--- src/rtl/xy_scan_pkg.sv ---
// xy_scan_pkg: shared types and default geometry for the xy scan counter.
//   dir_e     : count direction (DIR_UP=0, DIR_DOWN=1)
//   DEF_*     : default channel widths, terminal values and frame counter width
package xy_scan_pkg;

  typedef enum logic {
    DIR_UP   = 1'b0,
    DIR_DOWN = 1'b1
  } dir_e;

  localparam int DEF_COL_WIDTH       = 3;
  localparam int DEF_ROW_WIDTH       = 2;
  localparam int DEF_COL_LIMIT       = 5;
  localparam int DEF_ROW_LIMIT       = 2;
  localparam int DEF_FRAME_CNT_WIDTH = 8;

endpackage

--- src/rtl/xy_scan_counter_stage.sv ---
// scan_count_stage: one channel of the cascaded scan counter.
//   clk, reset : clock, synchronous active-high reset (value -> 0)
//   en         : step one position this cycle
//   dir        : 0 up, 1 down; selects start/terminal and step sign
//   load       : parallel load of load_val, clamped to LIMIT (beats en)
//   hold       : suppress the step (saturating end of frame)
//   load_val   : load value
//   value      : current position, always within 0..LIMIT
//   wrap       : combinational carry, en while sitting on the terminal value
module scan_count_stage
  import xy_scan_pkg::*;
#(
  parameter int WIDTH = DEF_COL_WIDTH,
  parameter int LIMIT = DEF_COL_LIMIT
) (
  input  logic             clk,
  input  logic             reset,
  input  logic             en,
  input  logic             dir,
  input  logic             load,
  input  logic             hold,
  input  logic [WIDTH-1:0] load_val,
  output logic [WIDTH-1:0] value,
  output logic             wrap
);

  if (LIMIT > (2**WIDTH) - 1) begin : g_bad_limit
    $error("scan_count_stage: LIMIT %0d does not fit in %0d bits", LIMIT, WIDTH);
  end

  localparam logic [WIDTH-1:0] LIM = WIDTH'(LIMIT);
  localparam logic [WIDTH-1:0] ONE = WIDTH'(1);

  dir_e             d;
  logic [WIDTH-1:0] term;
  logic [WIDTH-1:0] start;

  assign d     = dir_e'(dir);
  // Terminal/start follow the current dir, so a mid-frame direction change
  // never jumps the value; it only changes where the next wrap happens.
  assign term  = (d == DIR_DOWN) ? '0  : LIM;
  assign start = (d == DIR_DOWN) ? LIM : '0;
  assign wrap  = en & (value == term);

  always_ff @(posedge clk) begin
    if (reset)
      value <= '0;
    else if (load)
      value <= (load_val > LIM) ? LIM : load_val;
    else if (en && !hold)
      value <= wrap ? start : ((d == DIR_DOWN) ? value - ONE : value + ONE);
  end

endmodule

--- src/rtl/xy_scan_counter.sv ---
// xy_scan_counter: column counter cascaded into a row counter, producing
// (col,row) scan coordinates with line/frame pulses.
//   clk, reset     : clock, synchronous active-high reset
//   en             : advance one position
//   dir            : 0 up, 1 down (ignored when UP_DOWN_COUNT=0)
//   load           : load col_in/row_in (clamped to limits), clears done
//   col_in, row_in : load values
//   col, row       : current position
//   line_end       : 1-cycle pulse with the first value after a column wrap
//   frame_end      : 1-cycle pulse with the first value after a frame wrap
//   done           : SATURATE=1 only, level after the frame completes
//   frame_cnt      : (XY_SCAN_FRAME_CNT_EN) count of frame_end pulses
// Optional feature macro: XY_SCAN_FRAME_CNT_EN
module xy_scan_counter
  import xy_scan_pkg::*;
#(
  parameter int COL_WIDTH     = DEF_COL_WIDTH,
  parameter int ROW_WIDTH     = DEF_ROW_WIDTH,
  parameter int COL_LIMIT     = DEF_COL_LIMIT,
  parameter int ROW_LIMIT     = DEF_ROW_LIMIT,
  parameter int UP_DOWN_COUNT = 1,
  parameter int SATURATE      = 0
`ifdef XY_SCAN_FRAME_CNT_EN
  ,
  parameter int FRAME_CNT_WIDTH = DEF_FRAME_CNT_WIDTH
`endif
) (
  input  logic                 clk,
  input  logic                 reset,
  input  logic                 en,
  input  logic                 dir,
  input  logic                 load,
  input  logic [COL_WIDTH-1:0] col_in,
  input  logic [ROW_WIDTH-1:0] row_in,
  output logic [COL_WIDTH-1:0] col,
  output logic [ROW_WIDTH-1:0] row,
  output logic                 line_end,
  output logic                 frame_end,
  output logic                 done
`ifdef XY_SCAN_FRAME_CNT_EN
  ,
  output logic [FRAME_CNT_WIDTH-1:0] frame_cnt
`endif
);

  logic dir_eff;
  logic done_q;
  logic step;
  logic col_wrap;
  logic row_wrap;
  logic hold;

  assign dir_eff = (UP_DOWN_COUNT != 0) ? dir : 1'b0;
  // load wins over en; a finished saturating frame ignores en entirely.
  assign step    = en & ~load & ~done_q;
  // row_wrap already implies col_wrap (row only steps on a column carry).
  assign hold    = (SATURATE != 0) & row_wrap;

  scan_count_stage #(.WIDTH(COL_WIDTH), .LIMIT(COL_LIMIT)) u_col (
    .clk      (clk),
    .reset    (reset),
    .en       (step),
    .dir      (dir_eff),
    .load     (load),
    .hold     (hold),
    .load_val (col_in),
    .value    (col),
    .wrap     (col_wrap)
  );

  scan_count_stage #(.WIDTH(ROW_WIDTH), .LIMIT(ROW_LIMIT)) u_row (
    .clk      (clk),
    .reset    (reset),
    .en       (col_wrap),
    .dir      (dir_eff),
    .load     (load),
    .hold     (hold),
    .load_val (row_in),
    .value    (row),
    .wrap     (row_wrap)
  );

  always_ff @(posedge clk) begin
    if (reset) begin
      line_end  <= 1'b0;
      frame_end <= 1'b0;
      done_q    <= 1'b0;
    end else begin
      line_end  <= col_wrap;
      frame_end <= row_wrap;
      if (load)
        done_q <= 1'b0;
      else if (hold)
        done_q <= 1'b1;
    end
  end

  assign done = done_q;

`ifdef XY_SCAN_FRAME_CNT_EN
  // Advances on the same edge that raises frame_end; load never touches it.
  always_ff @(posedge clk) begin
    if (reset)
      frame_cnt <= '0;
    else if (row_wrap)
      frame_cnt <= frame_cnt + FRAME_CNT_WIDTH'(1);
  end
`endif

endmodule

--- config.mk ---
export PLATFORM = sky130hd
export DESIGN_NAME = xy_scan_counter
export DESIGN_NICKNAME = d
export VERILOG_FILES = /design/src/rtl/xy_scan_pkg.sv /design/src/rtl/xy_scan_counter_stage.sv /design/src/rtl/xy_scan_counter.sv
export SDC_FILE = /design/constraint.sdc
export NUM_CORES = 1
export LEC_CHECK = 0
export CAP_MARGIN = 25
export CORE_AREA = 2 2 39 41
export CTS_BUF_LIST = sky130_fd_sc_hd__clkbuf_16
export DETAILED_ROUTE_END_ITERATION = 12
export DIE_AREA = 0 0 41 43
export DONT_BUFFER_PORTS = 1
export PLACE_DENSITY_LB_ADDON = 0.12
export SYNTH_ARGS = -nofsm -noshare
export SYNTH_HDL_FRONTEND = slang
export SYNTH_HIERARCHICAL = 1
export SYNTH_SLANG_ARGS = --single-unit
--- constraint.sdc ---
create_clock -name clk -period 5.17 [get_ports clk]
set_clock_uncertainty 0.05 [all_clocks]
set_input_delay 1.034 -clock clk [delete_from_list [all_inputs] [get_ports clk]]
set_output_delay 1.034 -clock clk [all_outputs]
set_load 0.005 [all_outputs]
==> results.env, run 1 <==
STATUS='complete, no violations'
CRIT_SLOWEST_CELL='sky130_fd_sc_hd__or3b_1'
WORST-R2R-CELL-COUNT=4
INSERTION_DELAY_NS=0.23
NUMBER_OF_BUFFERS_CREATED_BY_CTS=3
SYNTH_CELLS=54
LAYOUT_SETUP_WS_NS=3.03
SETUP.WORST_PATH.START='dir'
NUM_VIAS=385
ROUTABILITYCONGESTION=0.682
VDD_DROP_MAX_V=0.0000916
NUMBER_OF_DETAILED_ROUTE_ITERATIONS_IN_THE_FIRST_PASS=4
SYNTH_CELL_TYPE_COUNT=31
HTREE_LEVELS=1
ROWS=14
ROUTE.DETAILED.WL_PER_INST_UM=12.7
AREAGROWTHSYNTHTOFINISH_PCT=21.5
CRITICAL_PATH.MAX_STAGE_DELAY_NS=0.34
SETUP_REPAIR_AFTER_GLOBAL_ROUTING_MISSED_ITS_MARGIN='false'
CHIPWIDTH_UM=41
ROUTED_VIA_DENSITY=5.07
MULTI_INPUT_AREA_UM2=318
CRIT_FANOUT=7
DESIGN.FINAL.NETS=73
GRT_ANTENNA_BEFORE_REPAIR=0
YOSYSSEQAREASHARE_PCT=29.4
POST_SYNTH_INSTANCE_AREA_UM2=477
CLOCK_TRANSITION_AT_THE_REGISTERS_OF_THE_REPORTED_PATHS_NS=0.04
GRT_PASS1_VIAS=374
LAYOUT_WORST_PATH_CYCLE_SHARE_PCT=41.4
PLACE_WORST_SETUP_SLACK_NS=2.81
INITIAL_CORE_UTIL_PCT=34.4
FP.DIEH_UM=43
SETUP_SLACK_REG_TO_REG_NS=3.32
PLACE.DETAILED.HPWL_UM=769
YS_SEQ_ELEMENTS=7
TIMING.HOLD.WORST.CLASS='register to register'
WORST-SETUP-PATH-TYPE='input port to register'
AVERAGE_CELL_AREA_AFTER_SYNTHESIS_UM2=8.83
HOLDCRITSTARTPOINT='u_col/value[1]'
SYNTH_LARGEST_TYPE_AREA_FRACTION_PCT=29.4
POST_CTS_RESIZED=0
REG2REG_TO='u_col/value[1]'
CLK_PATH_BUF_DEPTH=2
CRIT_CHAIN='or3b_1, a21oi_2, or2b_1, a21o_1, a221oi_2'
GRT_MAX_DEGREE=14
LAYOUT-DRIVE-GT1-SHARE_PCT=11.7
CLOCK_TREE_FROM_TRITONCTS='built'
LEAK_nW=0.217
ROUTED_WL_UM=968
CLOCK.FMAX_MHz=467
PORT_BUFFERS=0
CTS.HOLD.BUFFERS_ADDED=0
FLOORPLAN.IO_PINS=18
GLOBALROUTEOVERFLOWTOTAL=0
SYNTH_TOP_CELLS_BY_AREA='sky130_fd_sc_hd__dfxtp_1 29%, sky130_fd_sc_hd__nand3b_1 6.3%, sky130_fd_sc_hd__nor2b_1 5.2%'
WORSTPATHARRIVAL_NS=2.23
WORST_SETUP_PATH_END_KIND='register'
DETAIL-ROUTE-ANTENNA-NETS=0
FIN_SETUP_TNS_NS=0
CORE-AREA_MM2=0.00138
SYNTH_TOP_CELL_BY_AREA='sky130_fd_sc_hd__dfxtp_1'
DRT-INITIAL-DRC-COUNT=4
TIMING.MAX_CAP.VIOLATIONS=0
SLEW_VIOL_FINAL=0
TRACK_USAGE_PCT=13.5
SETUP_VIOL=0
SYNTH.YOSYS.WARNINGS=6
AREA.SEQUENTIAL_UM2=140
DRCVIOLATIONCOUNT=0
DIE-AREA_MM2=0.00176
CLOCK-SINKS=7
FIRST_PASS_GRT_WIRE_LENGTH_UM=1640
DIODES=0
CP-START-KIND='input port'
TOTAL_POWER_mW=0.211
REPORT.FINAL.HOLD_VIOL_COUNT=0
PERIOD_MINUS_SLACK_NS=2.14
PWR_DENSITY_CELL_mW_PER_MM2=364
ROOT_BUF_CELL='sky130_fd_sc_hd__clkbuf_16'
POSTCTSSETUPREPAIRBUFS=0
RR_STARTPOINT='u_col/value[0]'
CRITPATHREQUIREDTIME_NS=5.26
CRIT_END='u_row/value[1]'
FILLERS=146
## power by group
| part | internal [mW] | switching, mW |
|---|---|---|
| combinational | 0.0105 | 0.00930 |
| sequential | 0.0573 | 0.00437 |
| clock | 0.101 | 0.0288 |
| total | 0.168 | 0.0425 |
## how the worst min path moves through the flow
stage                           to  slack [ns]  depth (start not counted)
floorplan           u_col/value[1]        0.46                          2
global placement    u_col/value[1]        0.51                          2
detailed placement  u_col/value[1]        0.51                          2
CTS                 u_col/value[1]        0.52                          2
global route        u_col/value[1]        0.53                          2
finish              u_col/value[1]        0.51                          2
## worst max-delay path, delay by kind of cell
family             cells  cell delay (ns)
and+or+nand+nor        2             0.62
AOI/OAI and AO/OA      3             0.58
## cell families after synthesis
family                     count (synthesis)  share of synthesized area [%]
buffers and inverters                      7                           6.30
xor gates and xnor gates                   2                           3.68
adders and majority gates                  2                           6.82
DFF                                        7                           29.4
AOI/OAI and AO/OA                         14                           22.8
and+or+nand+nor                           21                           30.2
other                                      1                          0.787
## routing by layer
layer | track usage (%) | up-vias | share of wire (%) | routed length (um)
met3 | 3.14 | 0 | 3.7 | 36
met1 | 17.0 | 175 | 49 | 475
met5 | 0 | - | 0 | 0
met2 | 19.7 | 9 | 47 | 456
met4 | 8.00 | 0 | 0 | 0
li1 | - | 201 | - | -
## sequential cells by signal (all words and copies together) (netlist names)
register,flops
u_col/value,3
u_row/value,2
frame_end,1
line_end,1
## cell type report
type                            count  share of cell area, %
Clock buffer                        3                   13.0
Clock inverter                      1                  0.648
Inverter                            6                   3.89
Multi-Input combinational cell     43                   54.9
Sequential cell                     7                   24.2
Tap cell                           16                   3.46
## synth_stat cells
library cell               number
sky130_fd_sc_hd__or4_1          1
sky130_fd_sc_hd__a311oi_1       1
sky130_fd_sc_hd__ha_1           1
sky130_fd_sc_hd__nor4b_1        1
sky130_fd_sc_hd__xnor2_1        1
sky130_fd_sc_hd__nor2_1         1
sky130_fd_sc_hd__nor2b_4        1
sky130_fd_sc_hd__nor2b_1        4
sky130_fd_sc_hd__conb_1         1
sky130_fd_sc_hd__a21boi_0       1
sky130_fd_sc_hd__xor2_1         1
sky130_fd_sc_hd__a21oi_2        1
sky130_fd_sc_hd__a21o_1         1
sky130_fd_sc_hd__buf_4          1
sky130_fd_sc_hd__and2_2         1
sky130_fd_sc_hd__nand2b_1       2
sky130_fd_sc_hd__or3b_1         1
sky130_fd_sc_hd__o21a_1         1
sky130_fd_sc_hd__o221ai_1       1
sky130_fd_sc_hd__dfxtp_1        7
sky130_fd_sc_hd__nand3b_1       4
sky130_fd_sc_hd__fa_1           1
sky130_fd_sc_hd__inv_1          6
sky130_fd_sc_hd__a211oi_1       3
sky130_fd_sc_hd__or2b_1         1
sky130_fd_sc_hd__a21oi_1        2
sky130_fd_sc_hd__or2_1          1
sky130_fd_sc_hd__nor3_1         1
sky130_fd_sc_hd__nand2_1        2
sky130_fd_sc_hd__a31oi_1        2
sky130_fd_sc_hd__a221oi_2       1
## metrics by stage
stage / utilization (%) / instance area, um2 / hold slack [ns] / instances
after floorplan: - / 488 / 0.457 / 57
after global placement: 36.2 / 500 / 0.507 / 72
after detailed placement: 36.2 / 500 / 0.510 / 72
after CTS: 41.9 / 579 / 0.515 / 76
after global routing: 41.9 / 579 / 0.533 / 76
final: 41.9 / 579 / 0.511 / 76
## cells in the final DEF, fill, tap and decap left out
| cell type | count |
|---|---|
| sky130_fd_sc_hd__and2_2 | 1 |
| sky130_fd_sc_hd__xor2_1 | 1 |
| sky130_fd_sc_hd__nor2_1 | 1 |
| sky130_fd_sc_hd__nor4b_1 | 1 |
| sky130_fd_sc_hd__nor3_1 | 1 |
| sky130_fd_sc_hd__nor2b_4 | 1 |
| sky130_fd_sc_hd__nand2_1 | 2 |
| sky130_fd_sc_hd__xnor2_1 | 1 |
| sky130_fd_sc_hd__a21o_1 | 1 |
| sky130_fd_sc_hd__or2b_1 | 1 |
| sky130_fd_sc_hd__a21boi_0 | 1 |
| sky130_fd_sc_hd__a21oi_1 | 2 |
| sky130_fd_sc_hd__nand3b_1 | 4 |
| sky130_fd_sc_hd__conb_1 | 4 |
| sky130_fd_sc_hd__inv_1 | 7 |
| sky130_fd_sc_hd__a311oi_1 | 1 |
| sky130_fd_sc_hd__fa_1 | 1 |
| sky130_fd_sc_hd__a221oi_2 | 1 |
| sky130_fd_sc_hd__ha_1 | 1 |
| sky130_fd_sc_hd__nand2b_1 | 2 |
| sky130_fd_sc_hd__a21oi_2 | 1 |
| sky130_fd_sc_hd__clkbuf_16 | 3 |
| sky130_fd_sc_hd__a211oi_1 | 3 |
| sky130_fd_sc_hd__nor2b_1 | 4 |
| sky130_fd_sc_hd__or2_1 | 1 |
| sky130_fd_sc_hd__a31oi_1 | 2 |
| sky130_fd_sc_hd__dfxtp_1 | 7 |
| sky130_fd_sc_hd__o21a_1 | 1 |
| sky130_fd_sc_hd__or4_1 | 1 |
| sky130_fd_sc_hd__o221ai_1 | 1 |
| sky130_fd_sc_hd__or3b_1 | 1 |
Note: power is estimated with default switching activity, not from simulation.
==> run 2: changes to the inputs <==
- clock period: 5.17 -> 1.95 ns (I/O delays scaled with it)
==> results.env, run 2 (synthesis results as in run 1) <==
STATUS='complete, no violations'  # unchanged
PWR_DENSITY_CELL_mW_PER_MM2=953  # was 364 mW/mm2
NUM_VIAS=374  # was 385
RR_STARTPOINT='u_col/value[0]'  # unchanged
ROUTE.DETAILED.WL_PER_INST_UM=12.3  # was 12.7 um
TOTAL_POWER_mW=0.559  # was 0.211 mW
ROUTED_WL_UM=944  # was 968 um
SETUP_SLACK_REG_TO_REG_NS=0.14  # was 3.32 ns
LAYOUT.CELLS.MOST_COMMON_LIST='7 x sky130_fd_sc_hd__inv_1, 7 x sky130_fd_sc_hd__dfxtp_1, 4 x sky130_fd_sc_hd__nor2b_1, 4 x sky130_fd_sc_hd__conb_1, 4 x sky130_fd_sc_hd__nand3b_1'  # unchanged
TRACK_USAGE_PCT=12.0  # was 13.5%
REPORT.FINAL.HOLD_VIOL_COUNT=0  # unchanged
NUMBER_OF_BUFFERS_CREATED_BY_CTS=3  # unchanged
CHIPWIDTH_UM=41  # unchanged
CTS.HOLD.BUFFERS_ADDED=0  # unchanged
MULTI_INPUT_AREA_UM2=318  # unchanged
FIN_SETUP_TNS_NS=0  # unchanged
LAYOUT-DRIVE-GT1-SHARE_PCT=13.1  # was 11.7%
NUMBER_OF_DETAILED_ROUTE_ITERATIONS_IN_THE_FIRST_PASS=2  # was 4
DRT-INITIAL-DRC-COUNT=4  # unchanged
GRT_ANTENNA_BEFORE_REPAIR=0  # unchanged
WORSTPATHARRIVAL_NS=1.92  # was 2.23 ns
FINAL_CELL_COUNT_NO_FILL=77  # was 76
SETUP_REPAIR_AFTER_GLOBAL_ROUTING_MISSED_ITS_MARGIN='false'  # unchanged
CLOCK_TRANSITION_AT_THE_REGISTERS_OF_THE_REPORTED_PATHS_NS=0.04  # about the same
CLOCK-SINKS=7  # unchanged
DETAIL-ROUTE-ANTENNA-NETS=0  # unchanged
FILLERS=142  # was 146
CRITPATHREQUIREDTIME_NS=2.06  # was 5.26 ns
LEAK_nW=0.223  # was 0.217 nW
SLEW_VIOL_FINAL=0  # unchanged
DRCVIOLATIONCOUNT=0  # unchanged
CLK_PATH_BUF_DEPTH=2  # unchanged
FINAL.HOLD.WORST_SLACK_NS=0.173  # was 0.511 ns
ROOT_BUF_CELL='sky130_fd_sc_hd__clkbuf_16'  # unchanged
PERIOD_MINUS_SLACK_NS=1.81
FP.DIEH_UM=43  # unchanged
INSERTION_DELAY_NS=0.23  # about the same
REGISTERS.TOP_BY_FF_COUNT='u_col/value'  # unchanged
CORE-AREA_MM2=0.00138  # unchanged
INITIAL_CORE_UTIL_PCT=34.4  # unchanged
DESIGN.FINAL.NETS=74  # was 73
AREAGROWTHSYNTHTOFINISH_PCT=23.1  # was 21.5%
TIMING.HOLD.WORST.CLASS='input port to register'  # was register to register
AREA.SEQUENTIAL_UM2=140  # unchanged
WORST-SETUP-PATH-TYPE='register to register'  # was input port to register
LARGEST_REGISTER_FFS=3  # unchanged
VDD_DROP_MAX_V=0.000267  # was 0.0000916 V
CLOCK_TREE_FROM_TRITONCTS='built'  # unchanged
FLOORPLAN.IO_PINS=18  # unchanged
CP-START-KIND='register'  # was input port
POST-PLACE-CELLS=73  # was 72
LAYOUT_WORST_PATH_CYCLE_SHARE_PCT=92.7
PORT_BUFFERS=0  # unchanged
POSTCTSSETUPREPAIRBUFS=0  # unchanged
GRT_PASS1_VIAS=361  # was 374
ROWS=14  # unchanged
ROUTABILITYCONGESTION=0.677  # was 0.682
REGISTERS_WITH_THE_MOST_FLIP_FLOPS='u_col/value (3), u_row/value (2)'  # unchanged
HOLDPATHEND='u_row/value[1]'  # was u_col/value[1]
HOLDCRITSTARTPOINT='reset'  # was u_col/value[1]
POST_CTS_RESIZED=0  # unchanged
GRT_MAX_DEGREE=14  # unchanged
TIMING.HOLD.WORST_PATH_DEPTH=1  # was 2
FIRST_PASS_GRT_WIRE_LENGTH_UM=1430  # was 1640 um
TIMING.MAX_CAP.VIOLATIONS=0  # unchanged
DIE-AREA_MM2=0.00176  # unchanged
GLOBALROUTEOVERFLOWTOTAL=0  # unchanged
CLOCK.FMAX_MHz=553
SETUP_VIOL=0  # unchanged
REG2REG_TO='u_col/value[1]'  # unchanged
PLACE.DETAILED.HPWL_UM=753  # was 769 um
CRIT_FANOUT=6  # was 7
DIODES=0  # unchanged
WORST-R2R-CELL-COUNT=4  # unchanged
ROUTED_VIA_DENSITY=4.86  # was 5.07
WORST_SETUP_PATH_END_KIND='register'  # unchanged
HTREE_LEVELS=1  # unchanged
-- run 2: metrics by stage --
| step | area, um2 | setup WS (ns) | utilization (%) |
|---|---|---|---|
| finish | 587 | 0.142 | 42.4 |
| global route | 587 | 0.0398 | 42.4 |
| CTS | 587 | 0.122 | 42.4 |
| detailed placement | 508 | 0.129 | 36.7 |
| global placement | 508 | 0.105 | 36.7 |
| floorplan | 488 | 0.255 | - |
-- run 2: worst max path at each step --
stage                               from              to  depth (start not counted)
final                     u_col/value[0]  u_col/value[1]                          4
after global routing      u_col/value[0]  u_col/value[2]                          6
after CTS                 u_col/value[0]  u_col/value[1]                          4
after detailed placement  u_col/value[0]  u_col/value[1]                          4
after global placement    u_col/value[0]  u_col/value[1]                          4
after floorplan           u_col/value[0]  u_col/value[1]                          4
-- run 2: report_power, final --
| part | switching (mW) | total [mW] | leakage (nW) | internal [mW] |
|---|---|---|---|---|
| clock network | 0.0757 | 0.342 | 0.0423 | 0.267 |
| logic | 0.0268 | 0.0558 | 0.123 | 0.0290 |
| registers | 0.00933 | 0.161 | 0.0576 | 0.152 |
-- run 2: area by class of cell --
class	count	share of cell area (%)
inverters	6	3.84
repair buffers	1	1.28
clock buffers	3	12.8
well taps	16	3.41
flip-flops and latches	7	23.9
clock inverters	1	0.640
multi-input cells	43	54.2
-- run 2: worst max-delay path, stage by stage (launching register included) --
cell,delay [ns]
sky130_fd_sc_hd__dfxtp_1,0.45
sky130_fd_sc_hd__inv_1,0.10
sky130_fd_sc_hd__fa_1,0.46
sky130_fd_sc_hd__or4_1,0.51
sky130_fd_sc_hd__a31oi_1,0.17
-- run 2: routing by layer --
metal  wire length (um)  GRT usage (%)
met1                415           13.5
met2                497           19.7
met3                 31           2.62
met4                  0           6.00
met5                  0              0
==> run 3: changes to the inputs <==
- PLACE_DENSITY_LB_ADDON: 0.12 -> not set
==> results.env, run 3 (synthesis results as in run 1) <==
STATUS='complete, no violations'  # unchanged
LAYOUT.CELLS.MOST_COMMON_LIST='7 x sky130_fd_sc_hd__inv_1, 7 x sky130_fd_sc_hd__dfxtp_1, 4 x sky130_fd_sc_hd__nor2b_1, 4 x sky130_fd_sc_hd__conb_1, 4 x sky130_fd_sc_hd__nand3b_1'  # unchanged
WORSTPATHARRIVAL_NS=1.90  # was 1.92 ns
ROWS=14  # unchanged
LAYOUT_WORST_PATH_CYCLE_SHARE_PCT=92.1  # was 92.7%
POST_CTS_RESIZED=0  # unchanged
NUMBER_OF_BUFFERS_CREATED_BY_CTS=3  # unchanged
VDD_DROP_MAX_V=0.000546  # was 0.000267 V
FP.DIEH_UM=43  # unchanged
CRIT_SLOWEST_CELL='sky130_fd_sc_hd__or4_1'  # unchanged
POST-PLACE-CELLS=73  # unchanged
CLOCK-SINKS=7  # unchanged
NUMBER_OF_DETAILED_ROUTE_ITERATIONS_IN_THE_FIRST_PASS=4  # was 2
ROUTABILITYCONGESTION=0.674  # was 0.677
FIN_SETUP_TNS_NS=0  # unchanged
CLOCK_TREE_FROM_TRITONCTS='built'  # unchanged
POSTPLACECELLAREA_UM2=508  # unchanged
WORST_PATH_DOMINANT_CELL_FAMILY='simple AND/OR/NAND/NOR gates'  # unchanged
PORT_BUFFERS=0  # unchanged
ROOT_BUF_CELL='sky130_fd_sc_hd__clkbuf_16'  # unchanged
REGISTERS_WITH_THE_MOST_FLIP_FLOPS='u_col/value (3), u_row/value (2)'  # unchanged
FILLERS=150  # was 142
DIE-AREA_MM2=0.00176  # unchanged
FIRST_PASS_GRT_WIRE_LENGTH_UM=1510  # was 1430 um
SETUP_REPAIR_AFTER_GLOBAL_ROUTING_MISSED_ITS_MARGIN='false'  # unchanged
FINAL_CELL_COUNT_NO_FILL=77  # unchanged
INSERTION_DELAY_NS=0.23  # about the same
LAYOUT-DRIVE-GT1-SHARE_PCT=13.1  # unchanged
REPORT.FINAL.HOLD_VIOL_COUNT=0  # unchanged
CRIT_CHAIN='inv_1, fa_1, or4_1, a31oi_1'  # unchanged
CRIT_FANOUT=6  # unchanged
CP_NUM_BUF_INV=1  # unchanged
CRITICAL_PATH.MAX_STAGE_DELAY_NS=0.52  # was 0.51 ns
CLK_PATH_BUF_DEPTH=2  # unchanged
DIODES=0  # unchanged
FLOORPLAN.IO_PINS=18  # unchanged
AREAGROWTHSYNTHTOFINISH_PCT=23.1  # unchanged
GRT_MAX_DEGREE=14  # unchanged
PERIOD_MINUS_SLACK_NS=1.80  # was 1.81 ns
ROUTED_VIA_DENSITY=5.40  # was 4.86
DESIGN.FINAL.NETS=74  # unchanged
GRT_ANTENNA_BEFORE_REPAIR=0  # unchanged
ROUTED_WL_UM=982  # was 944 um
PWR_DENSITY_CELL_mW_PER_MM2=950  # was 953 mW/mm2
CLOCK_TRANSITION_AT_THE_REGISTERS_OF_THE_REPORTED_PATHS_NS=0.04  # about the same
ROUTE.DETAILED.WL_PER_INST_UM=12.8  # was 12.3 um
WORST-SETUP-PATH-TYPE='register to register'  # unchanged
POSTCTSSETUPREPAIRBUFS=0  # unchanged
CRITPATHREQUIREDTIME_NS=2.06  # about the same
WORST_SETUP_PATH_END_KIND='register'  # unchanged
SETUP_VIOL=0  # unchanged
DETAIL-ROUTE-ANTENNA-NETS=0  # unchanged
HTREE_LEVELS=1  # unchanged
CP-START-KIND='register'  # unchanged
TOTAL_POWER_mW=0.558  # was 0.559 mW
CTS.HOLD.BUFFERS_ADDED=0  # unchanged
DRCVIOLATIONCOUNT=0  # unchanged
CORE-AREA_MM2=0.00138  # unchanged
CLOCK.FMAX_MHz=557  # was 553 MHz
TIMING.MAX_CAP.VIOLATIONS=0  # unchanged
TRACK_USAGE_PCT=13.4  # was 12.0%
INITIAL_CORE_UTIL_PCT=34.4  # unchanged
LEAK_nW=0.223  # unchanged
LARGEST_REGISTER_FFS=3  # unchanged
CHIPWIDTH_UM=41  # unchanged
GRT_PASS1_VIAS=399  # was 361
GLOBALROUTEOVERFLOWTOTAL=0  # unchanged
NUM_VIAS=416  # was 374
FINAL_DESIGN_AREA_NO_FILL_UM2=587  # unchanged
REGISTERS.TOP_BY_FF_COUNT='u_col/value'  # unchanged
SLEW_VIOL_FINAL=0  # unchanged
DRT-INITIAL-DRC-COUNT=7  # was 4
TIMING.HOLD.WORST.CLASS='input port to register'  # unchanged
run 3: final cells by class:
| type | count | area [um2] | share of cell area (%) |
|---|---|---|---|
| multi-input cells | 43 | 318 | 54.2 |
| flip-flops and latches | 7 | 140 | 23.9 |
| clock buffers | 3 | 75.1 | 12.8 |
| inverters | 6 | 22.5 | 3.84 |
| well taps | 16 | 20.0 | 3.41 |
| repair buffers | 1 | 7.51 | 1.28 |
| clock inverters | 1 | 3.75 | 0.640 |
run 3: path summary, 6_finish.rpt:
kind                            slack (ns)            from              to  depth (start not counted)
worst min register to register        0.49  u_col/value[1]  u_col/value[1]                          2
worst min-delay path                  0.17           reset  u_row/value[1]                          1
worst max register to register        0.15  u_col/value[0]  u_col/value[1]                          4
worst max-delay path                  0.15  u_col/value[0]  u_col/value[1]                          4
run 3: power breakdown:
group,switching [mW],internal [mW],leakage (nW),total (mW)
registers,0.00893,0.152,0.0576,0.161
clock network,0.0743,0.266,0.0423,0.341
logic,0.0272,0.0288,0.123,0.0560
total,0.110,0.447,0.223,0.558
run 3: through the flow:
stage / hold slack, ns / setup slack, ns / utilization (%)
4_1_cts: 0.169 / 0.142 / 42.4
3_3_place_gp: 0.408 / 0.122 / 36.7
6_report: 0.174 / 0.154 / 42.4
3_5_place_dp: 0.408 / 0.149 / 36.7
5_1_grt: 0.171 / 0.0362 / 42.4
2_1_floorplan: 0.406 / 0.255 / -
run 3: metal layers:
layer | vias to the layer above | track usage, % | part of all wire (%)
li1 | 201 | - | -
met1 | 193 | 12.5 | 42
met2 | 20 | 20.9 | 46
met3 | 2 | 9.95 | 10
met4 | 0 | 6.00 | 0.92
met5 | - | 0 | 0
run 3: worst reg2reg max path: cells and delay by family (launching register included):
| family | cells | cell delay [ns] |
|---|---|---|
| AO/OA/AOI/OAI | 1 | 0.16 |
| adder cells (fa/ha/maj) | 1 | 0.46 |
| buffers and inverters | 1 | 0.10 |
| flip-flops | 1 | 0.43 |
| AND/OR/NAND/NOR | 1 | 0.52 |
